$ cat config.mk
export PLATFORM = sky130hd
export DESIGN_NAME = cam_scramble_tx
export DESIGN_NICKNAME = d
export VERILOG_FILES = /design/src/rtl/cam_scramble_pkg.sv /design/src/rtl/lfsr12_gen.sv /design/src/rtl/cam_scramble_tx.sv
export SDC_FILE = /design/constraint.sdc
export NUM_CORES = 1
export LEC_CHECK = 0
export BUFFER_PORTS_ARGS = -buffer_cell sky130_fd_sc_hd__buf_2
export CAP_MARGIN = 20
export CELL_PAD_IN_SITES_DETAIL_PLACEMENT = 0
export CELL_PAD_IN_SITES_GLOBAL_PLACEMENT = 1
export CORE_ASPECT_RATIO = 0.9
export CORE_UTILIZATION = 46
export CTS_BUF_LIST = sky130_fd_sc_hd__clkbuf_8
export CTS_CLUSTER_DIAMETER = 120
export CTS_CLUSTER_SIZE = 20
export DETAILED_ROUTE_END_ITERATION = 7
export PLACE_DENSITY_LB_ADDON = 0.25
export SYNTH_ARGS = -nofsm -noshare
export SYNTH_HDL_FRONTEND = slang
export SYNTH_SLANG_ARGS = --single-unit
$ cat constraint.sdc
create_clock -name clk -period 2.38 [get_ports clk]
set_input_delay 0.119 -clock clk [delete_from_list [all_inputs] [get_ports clk]]
set_output_delay 0.119 -clock clk [all_outputs]
set_load 0.005 [all_outputs]
$ cat src/rtl/cam_scramble_pkg.sv
// Shared types and LFSR helpers for the camera scrambler and its slave descrambler.
package cam_scramble_pkg;

    typedef enum logic [1:0] {
        StWaitVs,
        StVblank,
        StResync,
        StActive
    } state_e;

    // Feedback taps l[11], l[5], l[3], l[0].
    localparam logic [11:0] LfsrTaps    = 12'h829;
    localparam logic [11:0] ZeroSeedSub = 12'h001;

    function automatic logic [11:0] lfsr_next(input logic [11:0] l);
        return {^(l & LfsrTaps), l[11:1]};
    endfunction

endpackage

$ cat src/rtl/lfsr12_gen.sv
// 12-bit keystream LFSR; free-runs every clock except when a new seed is loaded.
module lfsr12_gen
    import cam_scramble_pkg::*;
(
    input  logic        clk,
    input  logic        reset,
    input  logic        load,
    input  logic [11:0] seed,
    output logic [11:0] key
);

    logic [11:0] key_q;

    always_ff @(posedge clk or negedge reset) begin
        if (!reset) begin
            key_q <= ZeroSeedSub;
        end else if (load) begin
            key_q <= seed;
        end else begin
            key_q <= lfsr_next(key_q);
        end
    end

    assign key = key_q;

endmodule

$ cat src/rtl/cam_scramble_tx.sv
// Camera RGB444 byte packer and LFSR scrambler with per-frame resync to the slave.
// Define CAM_SCRAMBLE_EN to XOR pixels with the keystream; otherwise plaintext is sent.
module cam_scramble_tx
    import cam_scramble_pkg::*;
#(
    parameter int unsigned H_PIXELS   = 320,
    parameter int unsigned V_LINES    = 240,
    parameter int unsigned RESYNC_LEN = 4
) (
    input  logic        clk,
    input  logic        reset,
    input  logic [7:0]  cam_data,
    input  logic        cam_href,
    input  logic        cam_vsync,
    input  logic [11:0] code,
    output logic [11:0] o_data,
    output logic        o_href,
    output logic        o_vsync,
    output logic        o_reset_c,
    output logic [11:0] o_code,
    output logic        o_pix_valid,
    output logic        o_line_err,
    output logic        o_frame_err
);

    localparam int unsigned ColW = $clog2(H_PIXELS + 2);
    localparam int unsigned RowW = $clog2(V_LINES + 2);
    localparam int unsigned RsW  = $clog2(RESYNC_LEN + 1);

    state_e          state_q, state_d;
    logic            vs1_q, vs2_q, href1_q, href2_q;
    logic            phase_q, phase_d;
    logic [3:0]      r_q, r_d;
    logic [11:0]     pix_q, pix_d;
    logic            pix_stb_q, pix_stb_d;
    logic [ColW-1:0] col_q, col_d;
    logic [RowW-1:0] row_q, row_d;
    logic [RsW-1:0]  rs_cnt_q, rs_cnt_d;
    logic            line_err_q, line_err_d;
    logic            frame_err_q, frame_err_d;
    logic [11:0]     code_q, code_d;
    logic [11:0]     data_q, data_d;
    logic            valid_q, reset_c_q;
    logic            load, active, vs_rise, vs_fall, href_fall;
    logic [11:0]     key, keystream;

    lfsr12_gen u_lfsr (
        .clk   (clk),
        .reset (reset),
        .load  (load),
        .seed  (code_d),
        .key   (key)
    );

`ifdef CAM_SCRAMBLE_EN
    assign keystream = key;
`else
    logic unused_key;
    assign unused_key = ^key;
    assign keystream  = '0;
`endif

    // Vsync edges come from the delay line so o_reset_c lines up with o_vsync.
    assign vs_rise   = vs1_q & ~vs2_q;
    assign vs_fall   = vs2_q & ~vs1_q;
    assign href_fall = href1_q & ~cam_href;
    assign active    = (state_q == StActive);

    always_comb begin
        state_d     = state_q;
        phase_d     = 1'b0;
        r_d         = r_q;
        pix_d       = pix_q;
        pix_stb_d   = 1'b0;
        col_d       = '0;
        row_d       = row_q;
        rs_cnt_d    = rs_cnt_q;
        line_err_d  = line_err_q;
        frame_err_d = frame_err_q;
        code_d      = code_q;
        load        = 1'b0;
        data_d      = '0;

        if (cam_href) begin
            phase_d = ~phase_q;
            col_d   = col_q;
            if (!phase_q) begin
                r_d = cam_data[3:0];
            end else if (active) begin
                pix_d     = {r_q, cam_data};
                pix_stb_d = 1'b1;
                if (col_q != '1) col_d = col_q + ColW'(1);
            end
        end

        // A trailing half pixel (phase still 1) also marks the line bad.
        if (href_fall && active) begin
            if (col_q != ColW'(H_PIXELS) || phase_q) line_err_d = 1'b1;
            if (row_q != '1) row_d = row_q + RowW'(1);
        end

        unique case (state_q)
            StWaitVs: if (vs1_q) state_d = StVblank;
            StVblank: begin
                if (vs_fall) begin
                    state_d  = StResync;
                    load     = 1'b1;
                    code_d   = (code == 12'h000) ? ZeroSeedSub : code;
                    rs_cnt_d = '0;
                    row_d    = '0;
                end
            end
            StResync: begin
                if (rs_cnt_q == RsW'(RESYNC_LEN - 1)) state_d = StActive;
                else rs_cnt_d = rs_cnt_q + RsW'(1);
            end
            StActive: begin
                if (vs_rise) begin
                    state_d = StVblank;
                    if (row_q != RowW'(V_LINES)) frame_err_d = 1'b1;
                end
            end
            default: state_d = StWaitVs;
        endcase

        if (href1_q) data_d = pix_stb_q ? (pix_q ^ keystream) : data_q;
    end

    always_ff @(posedge clk or negedge reset) begin
        if (!reset) begin
            state_q     <= StWaitVs;
            vs1_q       <= 1'b0;
            vs2_q       <= 1'b0;
            href1_q     <= 1'b0;
            href2_q     <= 1'b0;
            phase_q     <= 1'b0;
            r_q         <= '0;
            pix_q       <= '0;
            pix_stb_q   <= 1'b0;
            col_q       <= '0;
            row_q       <= '0;
            rs_cnt_q    <= '0;
            line_err_q  <= 1'b0;
            frame_err_q <= 1'b0;
            code_q      <= ZeroSeedSub;
            data_q      <= '0;
            valid_q     <= 1'b0;
            reset_c_q   <= 1'b0;
        end else begin
            state_q     <= state_d;
            vs1_q       <= cam_vsync;
            vs2_q       <= vs1_q;
            href1_q     <= cam_href;
            href2_q     <= href1_q;
            phase_q     <= phase_d;
            r_q         <= r_d;
            pix_q       <= pix_d;
            pix_stb_q   <= pix_stb_d;
            col_q       <= col_d;
            row_q       <= row_d;
            rs_cnt_q    <= rs_cnt_d;
            line_err_q  <= line_err_d;
            frame_err_q <= frame_err_d;
            code_q      <= code_d;
            data_q      <= data_d;
            valid_q     <= pix_stb_q;
            reset_c_q   <= (state_d == StResync);
        end
    end

    assign o_data      = data_q;
    assign o_href      = href2_q;
    assign o_vsync     = vs2_q;
    assign o_reset_c   = reset_c_q;
    assign o_code      = code_q;
    assign o_pix_valid = valid_q;
    assign o_line_err  = line_err_q;
    assign o_frame_err = frame_err_q;

endmodule

==> metrics <==
Iter 0 DRT Violations 113; post-DP HPWL 4142 um; Post-Syn Area 0.003316 mm^2; RSZ-0062 raised after global routing false; die area 0.007552 mm^2; Tot Pwr 3.453 mW; largest family of logic cells by synthesized area simple AND/OR/NAND/NOR gates; Final min period 1.897 ns; CTS clk-pin slew, worst paths 0.08 ns; post-route setup slack 0.4831 ns; grt ovf 0; CTS tree done; PostCTS Resize Cnt 0; Sink Count 72; arrival time worst endpoint 2.16 ns; Sw Share 30.21%; Die W 91.49 um; Reg2Reg Setup Slack 0.48 ns; fmax 527.2 MHz; Mean Syn Cell Area 11.47 um^2; htree depth 3; Reg2Reg Depth 7; port buffer count 53; via count 2,355; CP Capture Type register; Routed WL per cell 13.45 um; Seq/Total Area, Yosys 54.38%; Hold Fails Final Rpt 0; num ports 54; worst-margin pin slew 0.7136 ns; Ys Warns 0; Vias/cell 5.131; status completed; post-route cell area 0.004056 mm^2; largest net degree at the start of global routing 52; Max Cap Violations 0; most frequent CP cell ha_1; RR Endpoint col_q[5]$_DFFE_PN0P_; critical path's largest stage delay 0.49 ns; starting density of the core 49.04%; predominant post-synthesis flop cell dfrtp_1; PD cells 851.2 mW/mm^2; Combinational Power Share 23.3%; Std-Cell Rows 28; EDFF count, synth 0; synth top area cells dfrtp_1 (54%), mux2i_1 (6.0%), mux2_2 (5.8%); Yosys reg bits 72; first-pass GRT wire length 10,330 um; Rel. slew slack 52.43%; sequential share of power 48.4%; final wirelength 6172 um; Post-synth ARST share 100.0%; Internal Power 2.410 mW; vias in the first global route 2,258; Yosys top cell area share 53.58%; VDD IR max 0.5104 mV; Ant. Diodes 0; initial antenna violation count 0; Slew Limit Fails 0; dominant cell type by area after synthesis dfrtp_1; setup_tns 0 ns; clock skew 0.008366 ns; post-synthesis cell type count 47; Mapped Nets 325; Inserted Clock Buffers 9; CP cell instances ha_1, nand2_1, nor3_1, ha_1, nand3b_4, or4_1, a21boi_1; Remaining DRCs 0; fin cells 459; Core Util, Final 59.99%; Die H 82.55 um; area of the core 0.006761 mm^2; Total GRT Usage 17.38%; clock root cell clkbuf_8; share of cells above drive strength 1 26.29%; crit path kind register to register; DP Cell Count 426; hold path start cam_data[3]; most frequent cell after synthesis dfrtp_1; Final setup viols 0; Hold WS 0.01986 ns; dpl ws 0.5118 ns; synthesized instance count 289; critical path's slowest cell or4_1; Compound-Gate Fraction of Synth Area 7.245%; Bufs on Longest Clock Path 2; XOR/XNOR share of the synthesized area 0.5283%; hold path depth 2; Critical Path RT 2.64 ns; Layout Nets 400; Commonest cells post-synth dfrtp_1 (71), nand2_1 (46), mux2i_1 (20); CP Launch Type register; Clock power frac 28.2%; LEAKAGE 1.993 nW; mux share of post-synthesis cell area 11.81%; routability cong. 0.8407; crit-path max FO 8; final worst-path cycle share 79.70%; Synth Area in Adders 4.528%; Area Overhead vs Synth 22.34%; final antenna-violating net count 0; Hold Crit Endpoint r_q[3]$_DFFE_PN0P_; Hold Crit Class primary input to register; Initial DRT Pass Iterations 4; launching point of the worst reg2reg path col_q[0]$_DFFE_PN0P_; DP Area 0.003685 mm^2; post-synthesis simple-gate area fraction 18.15%; switching power 1.043 mW; clock latency on the worst-skew pair 0.34 ns
-- cells in the final DEF, fill, tap and decap left out, types with 4 or more instances in the layout --
cell            n
dfrtp_1        71
buf_2          53
nand2_1        46
mux2i_1        20
nor2b_1        17
mux2_2         17
dlygate4sd3_1  17
inv_1          14
ha_1           12
clkbuf_8        9
nand3_1         7
o21ai_0         5
nand4_1         4
a21oi_1         4
nor3_1          4
nand2b_1        4
nor4_1          4
buf_4           4
-- critical path, delay by kind of cell (launching register included) --
family | cells | cell delay, ns
adders and majority gates | 2 | 0.42
and+or+nand+nor | 4 | 0.82
DFF | 1 | 0.43
AOI/OAI and AO/OA | 1 | 0.17
-- routing by layer --
| layer | global-route usage [%] | share of wire [%] | vias up | routed length, um |
|---|---|---|---|---|
| met5 | 0 | 0 | - | 0 |
| li1 | - | - | 1159 | - |
| met4 | 5.714 | 1.1 | 0 | 67 |
| met3 | 3.938 | 4.3 | 7 | 263 |
| met1 | 22.83 | 50 | 1137 | 3071 |
| met2 | 28.87 | 45 | 52 | 2770 |
-- worst max path at each step --
| stage | start | end | slack [ns] | cells after the start |
|---|---|---|---|---|
| 2_1_floorplan | col_q[0]$_DFFE_PN0P_ | col_q[3]$_DFFE_PN0P_ | 0.63 | 7 |
| 3_3_place_gp | col_q[0]$_DFFE_PN0P_ | col_q[3]$_DFFE_PN0P_ | 0.56 | 7 |
| 3_5_place_dp | col_q[0]$_DFFE_PN0P_ | col_q[5]$_DFFE_PN0P_ | 0.51 | 7 |
| 4_1_cts | col_q[0]$_DFFE_PN0P_ | col_q[5]$_DFFE_PN0P_ | 0.47 | 7 |
| 5_1_grt | col_q[0]$_DFFE_PN0P_ | col_q[5]$_DFFE_PN0P_ | 0.38 | 7 |
| 6_report | col_q[0]$_DFFE_PN0P_ | col_q[5]$_DFFE_PN0P_ | 0.48 | 7 |
-- area by class of cell --
cell class / count / area (um^2)
Fill cell: 578 / 2705
Sequential cell: 72 / 1803
Multi-Input combinational cell: 192 / 1401
Timing Repair Buffer: 75 / 485.5
Clock buffer: 9 / 123.9
Tap cell: 90 / 112.6
Clock inverter: 7 / 77.57
Inverter: 14 / 52.55
-- power groups by stage --
stage | Sequential [mW] | Combinational (mW) | Clock (mW)
final | 1.67 | 0.806 | 0.975
after global routing | 1.72 | 0.905 | 1.05
after CTS | 1.67 | 0.814 | 1.01
after detailed placement | 1.70 | 0.790 | 0
after global placement | 1.69 | 0.777 | 0
after floorplan | 1.68 | 0.509 | 0
-- registers in the layout, summed over array words and instances, names as in the netlist --
name	count
state_q	2
o_href	1
o_frame_err	1
phase_q	1
o_pix_valid	1
pix_q	12
pix_stb_q	1
col_q	9
row_q	8
r_q	4
o_data	12
o_code	12
rs_cnt_q	3
o_line_err	1
vs1_q	1
o_reset_c	1
href1_q	1
o_vsync	1
-- timing repair --
item,CTS,global route
hold endpoints to repair,37,0
hold buffers,17,0
setup buffers,0,0
-- cell families after synthesis --
family                   count (synthesis)
XOR/XNOR                                 2
AO/OA/AOI/OAI                           32
multiplexers                            37
AND/OR/NAND/NOR                        109
buffers and inverters                   25
flip-flops                              72
adder cells (fa/ha/maj)                 12
No activity file was read; power rests on OpenSTA's default activity.
